`config.mk`:
```
export PLATFORM = sky130hd
export DESIGN_NAME = sim_run_controller
export DESIGN_NICKNAME = d
export VERILOG_FILES = /design/src/rtl/sim_run_controller.sv
export SDC_FILE = /design/constraint.sdc
export NUM_CORES = 1
export LEC_CHECK = 0
export ABC_AREA = 1
export BUFFER_PORTS_ARGS = -buffer_cell sky130_fd_sc_hd__buf_4
export CAP_MARGIN = 20
export CELL_PAD_IN_SITES_DETAIL_PLACEMENT = 0
export CELL_PAD_IN_SITES_GLOBAL_PLACEMENT = 2
export CORE_UTILIZATION = 25
export DETAILED_ROUTE_END_ITERATION = 8
export PLACE_DENSITY_LB_ADDON = 0.1
export RECOVER_POWER = 50
export SYNTH_ARGS = -nofsm -noshare
export SYNTH_HDL_FRONTEND = slang
export SYNTH_SLANG_ARGS = --single-unit
```
`constraint.sdc`:
```
create_clock -name clk_i -period 4.95 [get_ports clk_i]
set_input_delay 0.495 -clock clk_i [delete_from_list [all_inputs] [get_ports clk_i]]
set_output_delay 0.495 -clock clk_i [all_outputs]
set_load 0.02 [all_outputs]
```
`src/rtl/sim_run_controller.sv`:
```
// Run sequencer: steps the simulator core through IDLE -> WARMUP -> MEASURE -> DRAIN
// and gates core stepping, traffic injection and statistics collection.
module sim_run_controller #(
    parameter int unsigned MaxCycleWidth = 5,
    parameter int unsigned DrainTimeout  = 16
) (
    input  logic                     clk_i,
    input  logic                     reset_i,
    input  logic                     start_i,
    input  logic                     abort_i,
    input  logic [MaxCycleWidth-1:0] warmup_cycles_i,
    input  logic [MaxCycleWidth-1:0] measure_cycles_i,
    input  logic                     core_idle_i,
    output logic [1:0]               state_o,
    output logic [MaxCycleWidth-1:0] current_cycle_o,
    output logic                     core_enable_o,
    output logic                     inject_enable_o,
    output logic                     stats_enable_o,
    output logic                     done_o,
    output logic                     timeout_o
);

    localparam int unsigned Mcw = MaxCycleWidth;
    localparam int unsigned Dw  = (DrainTimeout > 1) ? $clog2(DrainTimeout) : 1;
    localparam logic [Dw-1:0]  DrainLast = Dw'(DrainTimeout - 1);
    localparam logic [Mcw-1:0] One       = Mcw'(1);
    localparam logic [Mcw-1:0] Zero      = '0;

    typedef enum logic [1:0] {
        StIdle    = 2'd0,
        StWarmup  = 2'd1,
        StMeasure = 2'd2,
        StDrain   = 2'd3
    } state_e;

    state_e         state_q, state_d;
    logic [Mcw-1:0] cycle_q, cycle_d;
    logic [Mcw-1:0] phase_q, phase_d;
    logic [Dw-1:0]  drain_q, drain_d;
    logic [Mcw-1:0] warm_q, warm_d;
    logic [Mcw-1:0] meas_q, meas_d;
    logic           done_q, done_d;
    logic           timeout_q, timeout_d;
    logic           core_en_q, core_en_d;
    logic           inject_en_q, inject_en_d;
    logic           stats_en_q, stats_en_d;
    logic           phase_last;

    // Latched budgets are always >= 1 while their phase is active, so limit-1 never wraps.
    assign phase_last = (state_q == StWarmup) ? (phase_q == warm_q - One)
                                              : (phase_q == meas_q - One);

    always_comb begin
        state_d   = state_q;
        cycle_d   = cycle_q;
        phase_d   = phase_q;
        drain_d   = drain_q;
        warm_d    = warm_q;
        meas_d    = meas_q;
        timeout_d = timeout_q;
        done_d    = 1'b0;

        unique case (state_q)
            StIdle: begin
                if (start_i) begin
                    warm_d    = warmup_cycles_i;
                    meas_d    = (measure_cycles_i == Zero) ? One : measure_cycles_i;
                    cycle_d   = '0;
                    phase_d   = '0;
                    drain_d   = '0;
                    timeout_d = 1'b0;
                    state_d   = (warmup_cycles_i == Zero) ? StMeasure : StWarmup;
                end
            end
            StWarmup, StMeasure: begin
                cycle_d = cycle_q + One;
                if (abort_i) begin
                    state_d = StDrain;
                    phase_d = '0;
                    drain_d = '0;
                end else if (phase_last) begin
                    state_d = (state_q == StWarmup) ? StMeasure : StDrain;
                    phase_d = '0;
                    drain_d = '0;
                end else begin
                    phase_d = phase_q + One;
                end
            end
            StDrain: begin
                cycle_d = cycle_q + One;
                if (core_idle_i) begin
                    state_d = StIdle;
                    done_d  = 1'b1;
                end else if (drain_q == DrainLast) begin
                    state_d   = StIdle;
                    done_d    = 1'b1;
                    timeout_d = 1'b1;
                end else begin
                    drain_d = drain_q + Dw'(1);
                end
            end
            default: state_d = StIdle;
        endcase

        core_en_d   = (state_d != StIdle);
        inject_en_d = (state_d == StWarmup) || (state_d == StMeasure);
        stats_en_d  = (state_d == StMeasure);
    end

    always_ff @(posedge clk_i) begin
        if (reset_i) begin
            state_q     <= StIdle;
            cycle_q     <= '0;
            phase_q     <= '0;
            drain_q     <= '0;
            warm_q      <= '0;
            meas_q      <= '0;
            done_q      <= 1'b0;
            timeout_q   <= 1'b0;
            core_en_q   <= 1'b0;
            inject_en_q <= 1'b0;
            stats_en_q  <= 1'b0;
        end else begin
            state_q     <= state_d;
            cycle_q     <= cycle_d;
            phase_q     <= phase_d;
            drain_q     <= drain_d;
            warm_q      <= warm_d;
            meas_q      <= meas_d;
            done_q      <= done_d;
            timeout_q   <= timeout_d;
            core_en_q   <= core_en_d;
            inject_en_q <= inject_en_d;
            stats_en_q  <= stats_en_d;
        end
    end

    assign state_o         = state_q;
    assign current_cycle_o = cycle_q;
    assign core_enable_o   = core_en_q;
    assign inject_enable_o = inject_en_q;
    assign stats_enable_o  = stats_en_q;
    assign done_o          = done_q;
    assign timeout_o       = timeout_q;

endmodule

```
==> impl_metrics.csv, run 1 <==
group,metric,value,unit
synth,yosysUniqueCellTypes,28,
critical_path,start_kind,"flop",
drt,viasPerCell,4.483,
synth,avgSynthCellArea,6.988,um^2
sta,setup_viol,0,
placement,pre_cts_ws,2.334,ns
power_and_ir_drop,ir_worst_vdd,0.0001049,V
synth,synth_common_cells,"nand2_1, nor2_1, dfxtp_1, inv_1, a21oi_1",
synth,syn-num-nets,269,
synth,netlist_top_cells_area,"dfxtp_1, nand2_1, nor2_1, inv_1, ha_1",
critical_path,endpoint_kind,"flop",
sta,rsz0062_at_grt,"no",
drt,vias,1578,
floorplan,num_io_pins,27,
synth,postSynthCellCount,246,
cts,ctsHoldBuffers,0,
synth,syn_area,1719,um^2
final_layout,drive_above_1_share,0.1418,
synth,synthFlopType,"dfxtp_1",
cts,cts_tree,"yes",
critical_path,cp_num_buf_inv,3,
floorplan,core_region_area,6495,um^2
final_layout,finalNetCount,297,
synth,synthXorXnorAreaFrac,0.02547,
placement,port-buffer-count,26,
placement,hpwl,3.348,mm
power_and_ir_drop,power_density,305.6,nW/um^2
status,violations,"DRC",
synth,synth_compound_area_frac,0.1114,
critical_path,crit_family,"simple AND/OR/NAND/NOR gates",
global_route,grt_pass1_wl,7.493,mm
final_layout,diodes,0,
critical_path,cp.required,5.13,ns
sta,worst_pin_slew,0.5686,ns
synth,yosys.area.top_type,"dfxtp_1",
power_and_ir_drop,pwr-share-seq,0.452,
synth,yosysSeqAreaShare,0.3610,
floorplan,die_x,84.93,um
synth,yosysMostFrequentCell,"nand2_1",
job,cap_violations,0,
final_layout,areaGrowthSynthToFinish,17.32,%
cts,clock_sinks,31,
drt,drc,1,
drt,dr.first_iter.drc_count,51,
synth,synth_fa_ha_area_frac,0.05822,
synth,synth_warnings,0,
global_route,antenna_found_initial,0,
critical_path,max_stage_delay,0.45,ns
sta,max_freq,0.3758,GHz
power_and_ir_drop,p_int,0.4132,mW
floorplan,start_util,0.2647,
power_and_ir_drop,p_comb_frac,0.231,
global_route,first_global_vias,1589,
cts,cts-buffers-inserted,5,
min_path,worst_hold_path_type,"in -> reg",
sta,period_share,0.5376,
critical_path,worstSetupPathType,"reg -> reg",
sta,slew_headroom,0.6200,
synth,synth_edf_count,0,
status,status,"finished with violations",
cts,htree_levels,2,
cts,clk_latency,0.28,ns
critical_path,slowest_stage,"nand2_1",
power_and_ir_drop,netSwitchingFraction,0.3296,
floorplan,rows,29,
critical_path,arrival,2.84,ns
synth,synthSimpleGateAreaFrac,0.3515,
sta,slew_viol_final,0,
global_route,grt_max_degree,19,
sta,finalSetupTns,0,ns
global_route,overflow,0,
power_and_ir_drop,p_leak,0.8673,nW
sta,min_period,2.661,ns
cts,post_cts_buffers,0,
sta,hold_violations,0,
synth,synth_top_family_by_area,"simple AND/OR/NAND/NOR gates",
drt,wl,4.335,mm
cts,path_clk_slew,0.07,ns
floorplan,die_h,84.93,um
sta,finClkSkew,0.003069,ns
global_route,grt_usage,0.1354,
synth,synthArstFlopShare,0,
final_layout,n_fill_cell,753,
drt,drt.antenna.violating_nets,0,
synth,synthMuxAreaShare,0,
placement,gp_congestion,0.7576,
cts,clockBufferDepth,2,
cts,cts_resized,0,
sta,setup_ws,2.289,ns
power_and_ir_drop,finalPower,0.6164,mW
drt,avgRoutedWirePerCell,12.32,um
floorplan,die_area,7212,um^2
synth,synth_seq_cells,31,
critical_path,path_cells,"inv_1 > ha_1 > nand2_1 > clkinv_1 > nor2_1 > inv_1 > nand4_1 > xor2_1 > nor2_1",
power_and_ir_drop,power_switching,0.2032,mW
critical_path,path_max_fanout,18,
synth,synth_top_area_share,0.3610,
cts,clockRootBuffer,"clkbuf_8",
power_and_ir_drop,pwr-share-clk,0.317,
drt,first_pass_iters,6,
-- area by class of cell --
class	count	area [um^2]	share of cell area
sequential	31	620.6	0.3077
tap	77	96.34	0.04777
inverter	33	131.4	0.06514
clock inverter	1	5.005	0.002481
timing repair buffer	26	150.1	0.07444
clock buffer	7	76.32	0.03784
multi-input combinational	177	937.1	0.4646
-- final timing paths --
kind | startpoint | endpoint | slack [ns] | depth (start not counted)
worst max register to register | state_o[0] | phase_q[3] | 2.29 | 9
worst min register to register | warm_q[2] | warm_q[2] | 0.48 | 2
worst min-delay path | measure_cycles_i[0] | meas_q[0] | 0.46 | 3
worst max-delay path | state_o[0] | phase_q[3] | 2.29 | 9
-- tightest hold or removal path: stages --
cell,delay (ns)
buf_4,0.08
a221oi_1,0.06
nor2_1,0.08
-- through the flow --
step	cells	hold slack [ns]	utilization	instance area, um^2
after floorplan	246	0.4436	-	1719
after global placement	344	0.4737	0.3053	1983
after detailed placement	344	0.4723	0.3053	1983
after CTS	352	0.4590	0.3179	2064
after global routing	352	0.4756	0.3105	2017
final	352	0.4613	0.3105	2017
-- metal layers --
layer | vias to the layer above | global-route usage | wire length, um
met2 | 23 | 0.2284 | 2087
met4 | 0 | 0.05085 | 60
li1 | 846 | - | -
met1 | 702 | 0.1666 | 2032
met5 | - | 0 | 0
met3 | 7 | 0.03405 | 154
-- registers in the layout, summed over array words and instances (netlist names) --
name	count
current_cycle_o	5
timeout_o	1
drain_q	4
state_o	2
warm_q	5
stats_enable_o	1
meas_q	5
done_o	1
phase_q	5
core_enable_o	1
inject_enable_o	1
-- logic make-up after synthesis --
| logic type | after synthesis |
|---|---|
| xor gates and xnor gates | 5 |
| adders and majority gates | 8 |
| and+or+nand+nor | 128 |
| buffers and inverters | 38 |
| DFF | 31 |
| AOI/OAI and AO/OA | 36 |
-- power by group through the flow --
stage / sequential (mW) / clock, mW / combinational, mW
after global placement: 0.285 / 0 / 0.152
final: 0.278 / 0.195 / 0.143
after floorplan: 0.286 / 0 / 0.104
after detailed placement: 0.284 / 0 / 0.149
after global routing: 0.281 / 0.220 / 0.165
after CTS: 0.279 / 0.209 / 0.150
-- cells in the final DEF (no fill, tap or decap), drive strengths merged, types with 2 or more instances in the layout --
master  count
inv        32
o21ai      15
dfxtp      31
clkbuf     19
a21oi      17
clkinv      2
buf        14
nand2      64
xor2        5
nor3        6
nand3      15
a211oi      2
nor2       36
ha          8
nand4       4
(Power assumes the default switching activity.)
==> run 2, diff against run 1 <==
- clock period: 4.95 -> 2.76 ns (I/O delays scaled with it)
==> impl_metrics.csv, run 2 (synthesis gave the netlist of run 1 again) <==
group,metric,value,unit
floorplan,die_h,84.93,um
sta,min_period,2.470,ns
critical_path,r2r-end,"inject_enable_o",
sta,finalSetupTns,0,ns
drt,drt.antenna.violating_nets,0,
sta,period_share,0.8950,
power_and_ir_drop,pwr-share-seq,0.437,
critical_path,timing.rr.start,"state_o[1]",
final_layout,drive_above_1_share,0.1613,
placement,gp_congestion,0.7928,
critical_path,start_kind,"flop",
cts,clockBufferDepth,2,
sta,finClkSkew,0.003671,ns
cts,clk_latency,0.28,ns
power_and_ir_drop,power_density,551.8,nW/um^2
final_layout,multi_input_area,939.7,um^2
floorplan,core_region_area,6495,um^2
drt,avgRoutedWirePerCell,12.61,um
cts,cts_tree,"yes",
placement,port-buffer-count,26,
floorplan,start_util,0.2647,
global_route,grt_pass1_wl,7.872,mm
global_route,overflow,0,
cts,path_clk_slew,0.07,ns
final_layout,stdcell_count,356,
min_path,min_from,"measure_cycles_i[0]",
critical_path,rrSetupSlack,0.29,ns
drt,viasPerCell,4.545,
drt,drc,0,
final_layout,final_common_cell,"nand2_1",
global_route,grt_usage,0.1387,
power_and_ir_drop,p_int,0.7677,mW
final_layout,n_fill_cell,757,
floorplan,rows,29,
cts,clockRootBuffer,"clkbuf_8",
placement,hpwl,3.447,mm
global_route,antenna_found_initial,0,
critical_path,cp.required,2.93,ns
cts,ctsHoldBuffers,0,
power_and_ir_drop,p_leak,0.8934,nW
drt,wl,4.490,mm
critical_path,reg2reg_depth,15,
min_path,min_path_cells,3,
global_route,grt_max_degree,18,
drt,dr.first_iter.drc_count,53,
floorplan,num_io_pins,27,
power_and_ir_drop,power_switching,0.3688,mW
cts,htree_levels,2,
cts,cts_resized,0,
status,status,"finished clean",
critical_path,worstSetupPathType,"reg -> reg",
sta,max_freq,0.4048,GHz
power_and_ir_drop,p_comb_frac,0.237,
min_path,whs_endpoint,"meas_q[0]",
cts,cts-buffers-inserted,5,
sta,hold_violations,0,
floorplan,die_x,84.93,um
critical_path,endpoint_kind,"flop",
critical_path,arrival,2.64,ns
job,cap_violations,0,
final_layout,seq_area,620.6,um^2
sta,slew_headroom,0.5534,
drt,first_pass_iters,6,
final_layout,diodes,0,
power_and_ir_drop,ir_worst_vdd,0.0002031,V
cts,post_cts_buffers,0,
cts,clock_sinks,31,
sta,setup_viol,0,
final_layout,final_cell_mix,"nand2_1, nor2_1, inv_1, dfxtp_1, buf_4",
floorplan,die_area,7212,um^2
drt,vias,1618,
sta,rsz0062_at_grt,"no",
power_and_ir_drop,pwr-share-clk,0.326,
power_and_ir_drop,netSwitchingFraction,0.3245,
min_path,worst_hold_path_type,"in -> reg",
final_layout,finalNetCount,302,
sta,slew_viol_final,0,
global_route,first_global_vias,1747,
placement,dpl.cell_count,349,
sta,worst_pin_slew,0.6700,ns
critical_path,path_max_fanout,10,
final_layout,areaGrowthSynthToFinish,19.80,%
run 2: cell types whose count changed in the layout (fill, tap and decap cells not counted):
cell | previous run | this run
clkbuf_1 | 14 | 13
buf_4 | 14 | 18
nand2_1 | 54 | 53
clkbuf_8 | 5 | 6
nand2_2 | 9 | 10
run 2: cell type report:
type | instances | share of cell area
sequential | 31 | 0.3013
timing repair buffer | 31 | 0.08931
multi-input combinational | 177 | 0.4563
clock inverter | 1 | 0.002430
inverter | 33 | 0.06379
tap | 77 | 0.04678
clock buffer | 6 | 0.04010
run 2: critical path, cell delays in order, from the launching register on:
cell     delay [ns]
dfxtp_1        0.36
inv_1          0.07
ha_1           0.18
buf_4          0.18
nand2_1        0.11
nand2_2        0.07
nor2_1         0.15
nand2_1        0.12
xor2_1         0.18
nand3_2        0.15
nor2_1         0.10
o21ai_0        0.08
nor2_1         0.24
ha_1           0.28
inv_1          0.05
nor2_1         0.03
run 2: power groups by stage:
| stage | sequential [mW] | clock (mW) | combinational [mW] |
|---|---|---|---|
| floorplan | 0.513 | 0 | 0.186 |
| global placement | 0.509 | 0 | 0.285 |
| detailed placement | 0.508 | 0 | 0.281 |
| CTS | 0.498 | 0.389 | 0.282 |
| global route | 0.501 | 0.405 | 0.309 |
| finish | 0.497 | 0.371 | 0.269 |
run 2: worst max-delay path by stage:
stage	endpoint	startpoint	cells past startpoint
floorplan	inject_enable_o	state_o[1]	15
global placement	inject_enable_o	state_o[1]	15
detailed placement	inject_enable_o	state_o[1]	15
CTS	inject_enable_o	state_o[1]	15
global route	inject_enable_o	state_o[1]	15
finish	inject_enable_o	state_o[1]	15
run 2: per-layer routing:
metal,GRT usage,up-vias,routed length (um)
met5,0,-,0
li1,-,856,-
met1,0.1585,734,2069
met2,0.2491,20,2178
met3,0.03502,8,166
met4,0.05239,0,76
run 2: metrics by stage:
| step | utilization | total power, mW | hold WS [ns] | setup WS [ns] | area, um^2 |
|---|---|---|---|---|---|
| after floorplan | - | 0.6995 | 0.4307 | 0.4405 | 1719 |
| after global placement | 0.3111 | 0.7941 | 0.4726 | 0.2520 | 2021 |
| after detailed placement | 0.3111 | 0.7890 | 0.4684 | 0.2803 | 2021 |
| after CTS | 0.3246 | 1.169 | 0.2363 | 0.2721 | 2108 |
| after global routing | 0.3171 | 1.215 | 0.2743 | 0.08179 | 2059 |
| final | 0.3171 | 1.136 | 0.2430 | 0.2897 | 2059 |
